### src/rtl/matmul_pkg.sv
// Shared definitions for the sequential matrix multiplier: FSM state codes,
// read-port select codes, default parameter values and a dimension check helper.
package matmul_pkg;

  localparam int DW_DEF     = 20;
  localparam int IW_DEF     = 20;
  localparam int ACCW_DEF   = 48;
  localparam int MAXDIM_DEF = 1024;

  typedef logic [3:0] state_t;

  localparam state_t ST_IDLE = 4'd0;
  localparam state_t ST_HDR  = 4'd1;
  localparam state_t ST_CHK  = 4'd2;
  localparam state_t ST_RDA  = 4'd3;
  localparam state_t ST_RDB  = 4'd4;
  localparam state_t ST_MAC  = 4'd5;
  localparam state_t ST_WR   = 4'd6;
  localparam state_t ST_NEXT = 4'd7;
  localparam state_t ST_DONE = 4'd8;
  localparam state_t ST_ERR  = 4'd9;

  localparam logic [1:0] HDR_SEL = 2'd0;
  localparam logic [1:0] A_SEL   = 2'd1;
  localparam logic [1:0] B_SEL   = 2'd2;

  // A dimension is usable only when it is non-zero and within the legal maximum.
  function automatic logic dim_bad(input logic [31:0] d, input logic [31:0] max_d);
    return (d == 32'd0) || (d > max_d);
  endfunction

endpackage

### src/rtl/matmul_mac.sv
// Signed/unsigned multiply-accumulate for one C element.
// Latency: product added on the edge where en is high; no backpressure (clr has priority over en).
module matmul_mac import matmul_pkg::*; #(
  parameter int DW   = DW_DEF,
  parameter int ACCW = ACCW_DEF
) (
  input  logic            clk,
  input  logic            reset,
  input  logic            signed_mode,
  input  logic            clr,
  input  logic            en,
  input  logic [DW-1:0]   a,
  input  logic [DW-1:0]   b,
  output logic [ACCW-1:0] acc
);

  logic signed [DW:0]     a_ext;
  logic signed [DW:0]     b_ext;
  logic signed [2*DW+1:0] prod;

  // One extra bit lets a single signed multiplier serve both modes: unsigned
  // operands get a zero top bit, signed ones a copy of their sign.
  assign a_ext = signed_mode ? {a[DW-1], a} : {1'b0, a};
  assign b_ext = signed_mode ? {b[DW-1], b} : {1'b0, b};
  assign prod  = a_ext * b_ext;

  always_ff @(posedge clk or posedge reset) begin
    if (reset) begin
      acc <= '0;
    end else if (clr) begin
      acc <= '0;
    end else if (en) begin
      acc <= acc + ACCW'(prod);
    end
  end

endmodule

### src/rtl/matmul_seq.sv
// Sequential C = A*B engine: reads header and operands one word at a time, writes C row-major.
// Latency: 5 + R*C2*(3K+2) cycles with zero-wait memory; reads stall on rd_valid, writes on wr_ready.
module matmul_seq import matmul_pkg::*; #(
  parameter int DW     = DW_DEF,
  parameter int IW     = IW_DEF,
  parameter int ACCW   = ACCW_DEF,
  parameter int MAXDIM = MAXDIM_DEF
) (
  input  logic            clk,
  input  logic            reset,
  input  logic            start,
  input  logic            signed_mode,
  output logic            busy,
  output logic            done,
  output logic            err,
  output logic            rd_en,
  output logic [1:0]      rd_sel,
  output logic [IW-1:0]   rd_i,
  output logic [IW-1:0]   rd_j,
  input  logic [DW-1:0]   rd_data,
  input  logic            rd_valid,
  output logic            wr_en,
  output logic [IW-1:0]   wr_i,
  output logic [IW-1:0]   wr_j,
  output logic [ACCW-1:0] wr_data,
  input  logic            wr_ready
);

  localparam logic [DW-1:0] ONE = DW'(1);

  state_t          state;
  logic            sgn;
  logic [1:0]      hdr_cnt;
  logic [DW-1:0]   r_dim;
  logic [DW-1:0]   k_dim;
  logic [DW-1:0]   c_dim;
  logic [DW-1:0]   m;
  logic [DW-1:0]   k;
  logic [DW-1:0]   n;
  logic [DW-1:0]   a_op;
  logic [DW-1:0]   b_op;
  logic [ACCW-1:0] acc;
  logic            mac_clr;
  logic            mac_en;
  logic            dims_bad;

  assign dims_bad = dim_bad(32'(r_dim), 32'(MAXDIM)) ||
                    dim_bad(32'(k_dim), 32'(MAXDIM)) ||
                    dim_bad(32'(c_dim), 32'(MAXDIM));

  always_ff @(posedge clk or posedge reset) begin
    if (reset) begin
      state   <= ST_IDLE;
      sgn     <= 1'b0;
      hdr_cnt <= 2'd0;
      r_dim   <= '0;
      k_dim   <= '0;
      c_dim   <= '0;
      m       <= '0;
      k       <= '0;
      n       <= '0;
      a_op    <= '0;
      b_op    <= '0;
    end else begin
      case (state)
        ST_IDLE: begin
          if (start) begin
            sgn     <= signed_mode;
            hdr_cnt <= 2'd0;
            m       <= '0;
            k       <= '0;
            n       <= '0;
            state   <= ST_HDR;
          end
        end
        ST_HDR: begin
          if (rd_valid) begin
            case (hdr_cnt)
              2'd0:    r_dim <= rd_data;
              2'd1:    k_dim <= rd_data;
              default: c_dim <= rd_data;
            endcase
            hdr_cnt <= hdr_cnt + 2'd1;
            if (hdr_cnt == 2'd2) begin
              state <= ST_CHK;
            end
          end
        end
        ST_CHK: begin
          state <= dims_bad ? ST_ERR : ST_RDA;
        end
        ST_RDA: begin
          if (rd_valid) begin
            a_op  <= rd_data;
            state <= ST_RDB;
          end
        end
        ST_RDB: begin
          if (rd_valid) begin
            b_op  <= rd_data;
            state <= ST_MAC;
          end
        end
        ST_MAC: begin
          if (n == k_dim - ONE) begin
            state <= ST_WR;
          end else begin
            n     <= n + ONE;
            state <= ST_RDA;
          end
        end
        ST_WR: begin
          if (wr_ready) begin
            state <= ST_NEXT;
          end
        end
        ST_NEXT: begin
          n <= '0;
          if (k == c_dim - ONE) begin
            k <= '0;
            if (m == r_dim - ONE) begin
              state <= ST_DONE;
            end else begin
              m     <= m + ONE;
              state <= ST_RDA;
            end
          end else begin
            k     <= k + ONE;
            state <= ST_RDA;
          end
        end
        ST_DONE: state <= ST_IDLE;
        ST_ERR:  state <= ST_IDLE;
        default: state <= ST_IDLE;
      endcase
    end
  end

  // Accumulator is cleared both when a new operation starts and between C elements.
  assign mac_clr = ((state == ST_IDLE) && start) || (state == ST_NEXT);
  assign mac_en  = (state == ST_MAC);

  matmul_mac #(
    .DW   (DW),
    .ACCW (ACCW)
  ) u_mac (
    .clk         (clk),
    .reset       (reset),
    .signed_mode (sgn),
    .clr         (mac_clr),
    .en          (mac_en),
    .a           (a_op),
    .b           (b_op),
    .acc         (acc)
  );

  // Request fields are pure functions of state and indices, so they hold
  // unchanged for as long as the handshake stalls.
  always_comb begin
    rd_en  = 1'b0;
    rd_sel = HDR_SEL;
    rd_i   = '0;
    rd_j   = '0;
    case (state)
      ST_HDR: begin
        rd_en  = 1'b1;
        rd_sel = HDR_SEL;
        rd_i   = IW'(hdr_cnt);
      end
      ST_RDA: begin
        rd_en  = 1'b1;
        rd_sel = A_SEL;
        rd_i   = IW'(m);
        rd_j   = IW'(n);
      end
      ST_RDB: begin
        rd_en  = 1'b1;
        rd_sel = B_SEL;
        rd_i   = IW'(n);
        rd_j   = IW'(k);
      end
      default: begin
        rd_en = 1'b0;
      end
    endcase
  end

  assign wr_en   = (state == ST_WR);
  assign wr_i    = wr_en ? IW'(m) : '0;
  assign wr_j    = wr_en ? IW'(k) : '0;
  assign wr_data = wr_en ? acc : '0;

  assign busy = (state != ST_IDLE);
  assign done = (state == ST_DONE);
  assign err  = (state == ST_ERR);

endmodule

### config.mk
export PLATFORM = sky130hd
export DESIGN_NAME = matmul_seq
export DESIGN_NICKNAME = d
export VERILOG_FILES = /design/src/rtl/matmul_pkg.sv /design/src/rtl/matmul_mac.sv /design/src/rtl/matmul_seq.sv
export SDC_FILE = /design/constraint.sdc
export NUM_CORES = 2
export LEC_CHECK = 0
export CAP_MARGIN = 20
export CORE_MARGIN = 1.5
export CORE_UTILIZATION = 55
export CTS_CLUSTER_SIZE = 30
export DETAILED_ROUTE_END_ITERATION = 10
export PLACE_DENSITY = 0.82
export SLEW_MARGIN = 20
export SYNTH_ARGS = -nofsm -noshare
export SYNTH_HDL_FRONTEND = slang
export SYNTH_HIERARCHICAL = 1
export SYNTH_SLANG_ARGS = --single-unit
### constraint.sdc
create_clock -name clk -period 8.9 [get_ports clk]
set_input_delay 1.78 -clock clk [delete_from_list [all_inputs] [get_ports clk]]
set_output_delay 1.78 -clock clk [all_outputs]
set_load 0.03 [all_outputs]
# == Word-level counts from Yosys, hierarchy flattened ==
# Index checks and enable logic that the tools add are counted.
# classes
add_sub_neg,8
multipliers,1
order_cmp,3
n_eq_ne,23
muxes,33
bitwise,1
reduce_logical,30
# ops
cell,n
$mux W48,3
$mux W20,7
$pmux W20 S2,3
$pmux W20 S3,2
$add A20 B1 Y20 const B,3
$eq A20 B20 Y1,3
$gt A20 B11 Y1 const B,3
$logic_not A20 Y1,3
$sub A20 B1 Y20 const B,3
$add A48 B48 Y48,1
$mul A21 B21 Y42,1
$mux W21,2
$mux W4,9
$pmux W4 S8,1
$eq A4 B3 Y1 const B,4
$ne A2 B2 Y1 const B,8
$reduce_and A3 Y1,5
$eq A4 B2 Y1 const B,2
$eq A4 B4 Y1 const B,2
$pmux W2 S2,2
$reduce_and A2 Y1,4
$logic_or A1 B1 Y1,6
$reduce_and A6 Y1,1
$reduce_bool A2 Y1,3
17 further kinds,18
# totals
register_bits,215
inputBits,26
out_inout_bits,135
word_cells,111

# == Logic depth before layout (Yosys ltp) ==
# depth
word_depth,6
ltp_mapped,39
ltp_nobuf,37

# == Hierarchy ==
# The synthesis kept the hierarchy.
# modules_own_cells
module,n_inst,cells_per_inst,area_each_um2,seq_area_each_um2
matmul_mac,1,2414,20972.6,1201.2
matmul_seq,1,1148,10726.5,4179.0

# == Worst setup path before layout ==
# OpenSTA, ideal clock, no wires.
# synth_path
kind,flip-flop to flip-flop
startpoint,register a_op[19]
endpoint,register u_mac.acc[46]
setup_time_ns,0.122
arrival_ns,8.932
required_ns,8.778
setup_slack_ns,-0.153
stages_incl_launch_ff,38
path_buffers,2
period_less_slack_ns,9.053
path_cell_list,dfrtp_1 > clkbuf_1 > and2_0 > clkbuf_1 > nand2_1 > fa_1 > inv_1 > fa_1 > inv_1 > fa_1 > inv_1 > fa_1 > fa_1 > fa_1 > inv_1 > fa_1 > inv_1 > ha_1 > [2 not listed] > nand3_1 > o211ai_2 > o21ai_1 > a2111oi_1 > o21bai_1 > a21oi_1 > xnor2_1 > ha_1 > a21o_1 > a21o_1 > a21o_1 > a21oi_1 > nor2b_1 > o21ai_0 > nand2b_1 > a21o_1 > or3_1 > a32o_1
# synth_between
elab_chain_cells,5
# synth_lines
element,line,text
from (decl),matmul_seq.sv:40,logic [DW-1:0] a_op;
from (signal assigned),matmul_seq.sv:94,a_op <= rd_data;
$mux W21,matmul_mac.sv:23,"assign a_ext = signed_mode ? {a[DW-1], a} : {1'b0, a};"
$mul A21 B21 Y42,matmul_mac.sv:25,assign prod = a_ext * b_ext;
$add A48 B48 Y48,matmul_mac.sv:33,acc <= acc + ACCW'(prod);
$mux W48,matmul_mac.sv:32,end else if (en) begin
$mux W48,matmul_mac.sv:30,end else if (clr) begin
to (signal assigned),matmul_mac.sv:33,
to (decl),matmul_mac.sv:14,output logic [ACCW-1:0] acc
# No other way between the ends. The select of a mux whose other input is x is not followed.
# A chain may end at the register's enable or synchronous reset.

# == Final worst setup path ==
# layout_path
startpoint,register b_op[6]
endpoint,register u_mac.acc[46]
# layout_between
elab_chain_cells,5
# layout_lines
element,line,text
from (decl),matmul_seq.sv:41,logic [DW-1:0] b_op;
from (signal assigned),matmul_seq.sv:100,b_op <= rd_data;
$mux W21,matmul_mac.sv:24,"assign b_ext = signed_mode ? {b[DW-1], b} : {1'b0, b};"
$mul A21 B21 Y42,matmul_mac.sv:25,
$add A48 B48 Y48,matmul_mac.sv:33,
$mux W48,matmul_mac.sv:32,
$mux W48,matmul_mac.sv:30,
# No other way between the ends. The select of a mux whose other input is x is not followed.

==> flow_metrics.tcl <==
set metrics [dict create \
    status "finished with violations" \
    violations "negative setup slack" \
    wl_mm 94.0 \
    skew_ns 0.0221 \
    drive_gt1_share_pct 14.6 \
    hold_ws_ns 0.538 \
    post_drt_wl_per_cell_um 20.7 \
    antenna_found_initial 5 \
    synth.avg_cell_area_sq_um 8.90 \
    synth_seq_area_share_pct 17.0 \
    clk-insertion-delay-late_ns 0.57 \
    fmaxAchievable_ghz 0.111 \
    core_sq_mm 0.0567 \
    synth_area_leaders "fa_1, dfrtp_1, inv_1, ha_1, nand2_1" \
    syn_to_final_growth_pct 16.4 \
    critPathRequiredTime_ns 9.35 \
    tightest_slew_ns 1.10 \
    num_vias 27300 \
    htreeDepth 1 \
    fin_crit_ns 9.04 \
    hpwl_mm 67.1 \
    ys_warn_count 6 \
    drtAntennaViolNets 0 \
    fin_ws_ns -0.135 \
    seq_area_sq_mm 0.00542 \
    track_usage_pct 29.1 \
    hold_class "reg2reg" \
    multi_input_area_sq_mm 0.0239 \
    clock_path_buffers 3 \
    nets 4421 \
    clock-sinks 215 \
    ys.flop_type "dfrtp_1" \
    cts_tree "yes" \
    path_class "reg2reg" \
    grt_pass1_wl_mm 138 \
    die-area_sq_mm 0.0591 \
    maxCapViolCount 0 \
    critPathMostFrequentCell "fa_1" \
    synth_area_sq_mm 0.0317 \
    die_w_um 243 \
    layout_common_cells "inv_1, fa_1, nand2_1" \
    grt_pass1_vias 26300 \
    firstDrtPassIters 8 \
    start_kind "flop" \
    first_iter_violations 2531 \
    ys_types 98 \
    final_common_cell "inv_1" \
    initial_core_util_pct 55.9 \
    num_rows 87 \
    setup_viol 1 \
    synth_top_area_share_pct 29.1 \
    num-fill-cells 4101 \
    grt.overflow.total 0 \
    ios 161 \
    yosys.area.top_type "fa_1" \
    slowest_stage "fa_2" \
    final_max_slew_viol_count 0 \
    cts_root_buf "clkbuf_16" \
    async_flop_share_pct 100 \
    cts_buffers 25 \
    slew_headroom_pct 26.2 \
    end_kind "flop" \
    hold_violations 0 \
    fin_crit_sh_pct 102 \
    io_buffers 160 \
    clk_pin_slew_ns 0.06 \
    drcViolationCount 0 \
    slowest_delay_ns 0.77 \
    fin_util_pct 65.1 \
    viasPerCell 6.02 \
    critPathArrivalTime_ns 9.48 \
    place.gp.congestion 0.952 \
    syn_inst 3562 \
    hold_buffers 0 \
    grt_max_degree 93 \
    synth_edf_count 0 \
    die_h_um 243 \
    synth-seq-cells 215 \
    cp_max_fo 7 \
    syn_nets 4215 \
]
final cells by class:
class | count | area share, %
Multi-Input combinational cell | 2530 | 64.6
Inverter | 617 | 6.30
Antenna cell | 1 | 0.00678
Tap cell | 756 | 2.56
Timing Repair Buffer | 379 | 9.34
Clock buffer | 30 | 1.80
Sequential cell | 215 | 14.7
Clock inverter | 14 | 0.655
layer usage:
metal  track usage (%)  vias up  part of all wire, %
met1              37.8    13400                   36
met5                 0        -                0.046
met3              4.32      410                  9.3
met4              15.5        6                  6.8
li1                  -    11900                    -
met2              47.2     1581                   47
metrics by stage:
step	cells	setup slack (ns)	setup TNS, ns	instance area, sq um
5_1_grt	4541	-0.382	-1.12	36900
4_1_cts	4469	0.000253	0	35600
3_3_place_gp	4413	0.0430	0	34500
3_5_place_dp	4413	-0.180	-0.372	34500
6_report	4542	-0.135	-0.135	36900
2_1_floorplan	3562	0.0173	0	31700
synth_stat cells, types with 7 or more instances:
| library cell | n |
|---|---|
| inv_1 | 616 |
| fa_1 | 460 |
| nand2_1 | 403 |
| dfrtp_1 | 215 |
| clkbuf_1 | 183 |
| ha_1 | 167 |
| and2_1 | 156 |
| nor2_1 | 139 |
| and3_1 | 120 |
| a21oi_1 | 119 |
| mux2_2 | 101 |
| xnor2_1 | 101 |
| o21ai_0 | 89 |
| nand3_1 | 58 |
| xor2_1 | 51 |
| nor3_1 | 41 |
| a22o_1 | 39 |
| mux2i_1 | 38 |
| a21o_1 | 37 |
| nand2b_1 | 35 |
| o211ai_1 | 25 |
| or4_1 | 25 |
| nand4_1 | 24 |
| or3_1 | 23 |
| a31oi_1 | 22 |
| nor4_1 | 21 |
| o31ai_1 | 18 |
| a211oi_1 | 17 |
| nor2b_1 | 17 |
| o21a_1 | 14 |
| o21bai_1 | 13 |
| nand3b_1 | 11 |
| or2_2 | 9 |
| o311ai_0 | 8 |
| buf_1 | 7 |
| buf_2 | 7 |
flip-flops by register name, indices dropped and copies added (netlist names):
register and count:
hdr_cnt 2, b_op 20, sgn 1, k_dim 20, u_mac/acc 48, state 4
a_op 20, k 20, c_dim 20, r_dim 20, n 20, m 20
repair_timing:
action                     in CTS  in global routing
gates resized for setup        45                160
setup endpoints to repair       5                 17
pin swaps                      14                128
setup buffers                  12                 71
path summary, 6_finish.rpt:
check | from | endpoint | slack, ns | cells past startpoint
setup / recovery | b_op[6] | u_mac/acc[46] | -0.14 | 36
hold / removal | u_mac/acc[46] | u_mac/acc[46] | 0.54 | 1
setup reg to reg | b_op[6] | u_mac/acc[46] | -0.14 | 36
hold reg to reg | u_mac/acc[46] | u_mac/acc[46] | 0.54 | 1
max in group asynchronous | reset | b_op[15] | 5.35 | 3
min in group asynchronous | reset | u_mac/acc[46] | 1.90 | 2
critical path, delay by kind of cell, from the launching register on:
kind            cells  cell delay (ns)
fa+ha+maj           9             4.30
compound gates     15             2.85
simple gates        5             0.61
buf+inv             6             0.54
flops               1             0.50
xor+xnor            1             0.10
cell families (layout without fill, tap and decap cells):
kind of cell               after synthesis  after routing  share of synthesized area (%)
AOI/OAI and AO/OA                      488            488                           10.5
xor gates and xnor gates               153            153                           4.27
adders and majority gates              627            627                           35.6
buffers and inverters                  817           1040                           9.75
DFF                                    215            215                           17.0
muxes                                  140            140                           4.84
other                                    0              1                              0
and+or+nand+nor                       1122           1122                           18.0
Power is left out: the tool's default activity adds up to more than one toggle a clock period on the data nets, which glitch-free logic cannot reach.
